<file path="src/rtl/mips_mem_map_pkg.sv">
// -----------------------------------------------------------------------------
// mips_mem_map_pkg
// Address-map constants and common types for the MIPS CPU memory system.
//   ADDR_W    : default bus address width in bits
//   DMEM_BASE : first byte address of the data-memory window
//   DMEM_SIZE : data-memory window length in bytes
//   addr_t    : bus address type
// -----------------------------------------------------------------------------
package mips_mem_map_pkg;

  localparam int unsigned ADDR_W = 32;

  typedef logic [ADDR_W-1:0] addr_t;

  localparam addr_t DMEM_BASE = 32'h0000_1730;
  localparam addr_t DMEM_SIZE = 32'h0000_0400;

endpackage : mips_mem_map_pkg

</file>
<file path="src/rtl/addr_decoding_if.sv">
// -----------------------------------------------------------------------------
// addr_decoding_if
// Connects the CPU address bus to the data-memory select and offset signals.
//   adress : bus address to decode (the codebase's spelling is kept)
//   cs     : registered chip select for the data memory
//   offset : registered window-relative byte offset, valid when cs=1
// Modports: master (the CPU side, drives adress), slave (the decoder).
// -----------------------------------------------------------------------------
interface addr_decoding_if
  import mips_mem_map_pkg::*;
#(
  parameter int unsigned ADDR_W   = mips_mem_map_pkg::ADDR_W,
  parameter int unsigned OFFSET_W = 10
);

  logic [ADDR_W-1:0]   adress;
  logic                cs;
  logic [OFFSET_W-1:0] offset;

  modport master (output adress, input  cs, input  offset);
  modport slave  (input  adress, output cs, output offset);

endinterface : addr_decoding_if

</file>
<file path="src/rtl/addr_decoding_range_compare.sv">
// -----------------------------------------------------------------------------
// range_compare
// Purely combinational unsigned window comparator: hit = lo <= x <= hi.
// It can be reused for other peripheral windows.
//   x    : value to test (W bits)
//   lo   : inclusive lower bound (W bits)
//   hi   : inclusive upper bound (W+1 bits, so lo+size-1 never wraps)
//   hit  : 1 when x lies inside [lo, hi]
//   diff : (x - lo) truncated to OW bits
// -----------------------------------------------------------------------------
module range_compare #(
  parameter int unsigned W  = 32,
  parameter int unsigned OW = 10
) (
  input  logic [W-1:0]  x,
  input  logic [W-1:0]  lo,
  input  logic [W:0]    hi,
  output logic          hit,
  output logic [OW-1:0] diff
);

  // The comparison is done at W+1 bits. With a W-bit compare, a window that
  // ends at the very top of the address space would wrap.
  assign hit  = ({1'b0, x} >= {1'b0, lo}) && ({1'b0, x} <= hi);
  assign diff = OW'(x - lo);

endmodule : range_compare

</file>
<file path="src/rtl/addr_decoding.sv">
// -----------------------------------------------------------------------------
// addr_decoding
// Data-memory address decoder for the MIPS CPU. It compares the bus address
// against [BASE, BASE+SIZE-1]. It registers the chip select and the
// window-relative offset, with one cycle of latency.
//   Clk     : system clock, rising edge active
//   Reset_n : asynchronous active-low reset; clears cs and offset
//   bus     : addr_decoding_if slave (adress in; cs, offset out)
// -----------------------------------------------------------------------------
module addr_decoding
  import mips_mem_map_pkg::*;
#(
  parameter int unsigned         ADDR_W   = mips_mem_map_pkg::ADDR_W,
  parameter logic [ADDR_W-1:0]   BASE     = DMEM_BASE,
  parameter logic [ADDR_W-1:0]   SIZE     = DMEM_SIZE,
  parameter int unsigned         OFFSET_W = 10
) (
  input  logic           Clk,
  input  logic           Reset_n,
  addr_decoding_if.slave bus
);

  // The last address in the window is held one bit wider than the bus, so
  // the elaboration checks below can detect a window that overflows.
  localparam logic [ADDR_W:0] HI = {1'b0, BASE} + {1'b0, SIZE} - 1'b1;

  if (SIZE == '0) begin : g_bad_size
    $error("addr_decoding: SIZE must be non-zero");
  end
  if (HI[ADDR_W]) begin : g_bad_hi
    $error("addr_decoding: BASE+SIZE-1 does not fit in ADDR_W bits");
  end
  if ((64'd1 << OFFSET_W) < 64'(SIZE)) begin : g_bad_offset_w
    $error("addr_decoding: OFFSET_W too narrow for SIZE");
  end

  logic                hit;
  logic [OFFSET_W-1:0] diff;

  range_compare #(
    .W  (ADDR_W),
    .OW (OFFSET_W)
  ) u_range_compare (
    .x    (bus.adress),
    .lo   (BASE),
    .hi   (HI),
    .hit  (hit),
    .diff (diff)
  );

  // NOTE: Reset is asynchronous, so it is in the sensitivity list. Registered
  // state uses non-blocking assignments, so every flop samples values from
  // before the edge.
  always_ff @(posedge Clk or negedge Reset_n) begin
    if (!Reset_n) begin
      bus.cs     <= 1'b0;
      bus.offset <= '0;
    end else begin
      bus.cs     <= hit;
      bus.offset <= hit ? diff : '0;
    end
  end

endmodule : addr_decoding

</file>
<file path="src/flat_wrapper.sv">
// flat-port wrapper written by rule: the top's interface ports become plain ports
module addr_decoding_flat import mips_mem_map_pkg::*;
#(
  parameter int unsigned         ADDR_W   = mips_mem_map_pkg::ADDR_W,
  parameter logic [ADDR_W-1:0]   BASE     = DMEM_BASE,
  parameter logic [ADDR_W-1:0]   SIZE     = DMEM_SIZE,
  parameter int unsigned         OFFSET_W = 10
)
  (Clk, Reset_n, bus_adress, bus_cs, bus_offset);
  addr_decoding_if #(.ADDR_W(ADDR_W), .OFFSET_W(OFFSET_W)) bus_i ();
  input  logic Clk;
  input  logic Reset_n;
  input wire logic [$bits(bus_i.adress)-1:0] bus_adress;
  output wire logic [$bits(bus_i.cs)-1:0] bus_cs;
  output wire logic [$bits(bus_i.offset)-1:0] bus_offset;
  assign bus_i.adress = bus_adress;
  assign bus_cs = bus_i.cs;
  assign bus_offset = bus_i.offset;
  addr_decoding #(.ADDR_W(ADDR_W), .BASE(BASE), .SIZE(SIZE), .OFFSET_W(OFFSET_W)) u_core (.Clk(Clk), .Reset_n(Reset_n), .bus(bus_i));
endmodule
</file>
<file path="config.mk">
export PLATFORM = sky130hd
export DESIGN_NAME = addr_decoding_flat
export DESIGN_NICKNAME = d
export VERILOG_FILES = /design/src/rtl/mips_mem_map_pkg.sv /design/src/rtl/addr_decoding_if.sv /design/src/rtl/addr_decoding_range_compare.sv /design/src/rtl/addr_decoding.sv /design/src/flat_wrapper.sv
export SDC_FILE = /design/constraint.sdc
export NUM_CORES = 1
export LEC_CHECK = 0
export CAP_MARGIN = 10
export CORE_MARGIN = 2
export CORE_UTILIZATION = 32
export DETAILED_ROUTE_END_ITERATION = 16
export GPL_ROUTABILITY_DRIVEN = 1
export PLACE_DENSITY = 0.77
export SLEW_MARGIN = 20
export SYNTH_ARGS = -nofsm -noshare
export SYNTH_HDL_FRONTEND = slang
export SYNTH_SLANG_ARGS = --single-unit
</file>
<file path="constraint.sdc">
create_clock -name Clk -period 0.8 [get_ports Clk]
set_clock_uncertainty 0.1 [all_clocks]
set_input_delay 0.2 -clock Clk [delete_from_list [all_inputs] [get_ports Clk]]
set_output_delay 0.2 -clock Clk [all_outputs]
set_load 0.05 [all_outputs]
</file>
==> impl_results.md <==
- Sink Count: 11
- Area delta synth->final: 154%
- Fmax: 763 MHz
- Initial DRT Pass Iterations: 4
- Ratio of final minimum period to clock period: 164%
- Fill cells: 94
- RSZ-0062 raised after global routing: yes
- VDD IR max: 0.000933 V
- First-pass GRT wire length: 4350 um
- Die Wd: 46.9 um
- Total CTS buffers: 3
- Dpl ws: -1.19 ns
- Die area: 2200 um2
- Commonest register cell after synthesis: dfrtp_1
- Number of synthesized flops with an enable pin: 0
- Post-synth ARST share: 100%
- CTS tree: yes
- Number of global-route vias before repair: 747
- GRT Total Usage: 31.0%
- Critical path type: in2reg
- Max_cap viols: 0
- Die outline height: 46.9 um
- Final hold viol count: 0
- Port bufs: 44
- Final hold slack: 0.0753 ns
- Slew @ Worst Pin: 0.314 ns
- Diodes inserted: 0
- Drc violations: 0
- Post-DRT Antenna Nets: 0
- Sequential cell area: 282 um2
- Synth warn: 0
- Worst min path class: in2reg
- Most frequent cells in the layout: buf_12 (13), buf_4 (13), dlygate4sd2_1 (11)
- Post-DR wirelength/cell: 22.2 um
- # rows: 15
- Setup crit start: bus_adress[5]
- Leakage power: 0.678 nW
- Status: finished with violations
- Failing checks: negative setup slack
- CP Max Fanout: 3
- Critical Path RT: 0.90 ns
- Avg Cell Area, Syn: 12.0 um2
- Max-slew headroom: 78.9%
- Clock transition at path regs: 0.08 ns
- Post-Synthesis Cells: 49
- Drt initial violations: 20
- WP data arrival: 1.41 ns
- Placed cells: 127
- Worst Setup EP: u_core.bus.offset[0]
- H-tree levels: 1
- Routed wire length: 3080 um
- Final WS setup: -0.510 ns
- Layout cells sized above 1: 64.0%
- Hold depth: 3
- Total vias in the final route: 719
- TNS Setup: -9.16 ns
- Post-route insts no fill: 139
- Power Dens Cells: 955 nW/um2
- Core Area: 1730 um2
- Initial Utilization: 34.1%
- Seq/Total Area, Yosys: 46.7%
- Gr ovfl total: 0
- Critical Path Sink Type: flip-flop
- Ports: 45
- Final setup fails: 22
- Tmin final: 1.31 ns
- Vias per cell: 5.17
- GP Congestion: 0.744
- Multi-input gate area: 468 um2
- Clock root buffer: clkbuf_4
- Synthesized cell area: 589 um2
- Initial antenna violation count: 0
- Synth Register Bits: 11
- Syn_nets: 85
- # nets final: 151
- Nature of the critical path startpoint: primary input
- Unique masters post-synth: 22
- Slew Viols, Final: 0
- CTS max path bufs: 2
- Hpwl dp: 1450 um
- Largest net degree at the start of global routing: 12
-- area by class of cell --
| cell class | count | area share [%] |
|---|---|---|
| Sequential cell | 11 | 18.8 |
| Timing Repair Buffer | 62 | 45.6 |
| Inverter | 2 | 0.501 |
| Tap cell | 25 | 2.09 |
| Clock buffer | 4 | 1.75 |
| Multi-Input combinational cell | 35 | 31.2 |
-- how the worst min path moves through the flow --
stage / start / to / slack, ns
2_1_floorplan: Reset_n / u_core.bus.cs / -0.20
3_3_place_gp: Reset_n / u_core.bus.offset[6] / 0.43
3_5_place_dp: Reset_n / u_core.bus.offset[8] / 0.47
4_1_cts: bus_adress[4] / u_core.bus.offset[4] / 0.08
5_1_grt: bus_adress[4] / u_core.bus.offset[4] / 0.08
6_report: bus_adress[4] / u_core.bus.offset[4] / 0.08
-- worst max-delay path: stages --
cell      delay (ns)
buf_8           0.11
ha_4            0.16
o311ai_4        0.24
a41o_2          0.17
a31oi_4         0.10
buf_6           0.14
buf_6           0.11
nor3b_4         0.19
-- cell usage after synthesis (all sizes together), types with 2 or more instances --
library cell / n / share of area (%)
dfrtp: 11 / 47
nor3: 8 / 10
nor3b: 4 / 7.6
nor4: 4 / 4.2
xor2: 3 / 4.5
and3: 2 / 2.1
buf: 2 / 2.8
ha: 2 / 4.2
inv: 2 / 1.3
nor2: 2 / 1.3
-- repair_timing --
| item | CTS | global route |
|---|---|---|
| pin swaps | 22 | 12 |
| buffers inserted | 7 | 0 |
| endpoints found under the setup margin | 22 | 22 |
| hold buffers | 0 | 0 |
| cloned | 2 | 0 |
| gates resized for setup | 70 | 27 |
-- cell families after synthesis --
family | count (synthesis) | share of synthesized area, %
simple gates | 23 | 28.4
compound gates | 5 | 10.6
buf+inv | 4 | 4.03
fa+ha+maj | 2 | 4.25
xor+xnor | 4 | 5.95
flops | 11 | 46.7
-- layer usage --
metal	wire [um]	vias to the layer above	track usage, %
li1	-	313	-
met1	1160	351	39.0
met2	1590	45	49.3
met3	217	10	9.23
met4	107	0	13.3
met5	0	-	0
-- flip-flops by register name, summed over array words and instances, names as in the netlist --
register and cells:
u_core.bus.cs 1, u_core.bus.offset 10
-- metrics by stage --
step	total power (W)	area (um2)	utilization (%)
2_1_floorplan	0.000658	629	-
3_3_place_gp	0.000910	1300	75.1
3_5_place_dp	0.000920	1300	75.1
4_1_cts	0.00136	1500	86.7
5_1_grt	0.00145	1500	86.7
6_report	0.00143	1500	86.7
-- power by group --
group	total, W	internal (W)	switching [W]
sequential	0.000555	0.000555	0.000000000172
clock	0.000442	0.000194	0.000248
combinational	0.000433	0.000231	0.000202
(Power assumes the default switching activity.)
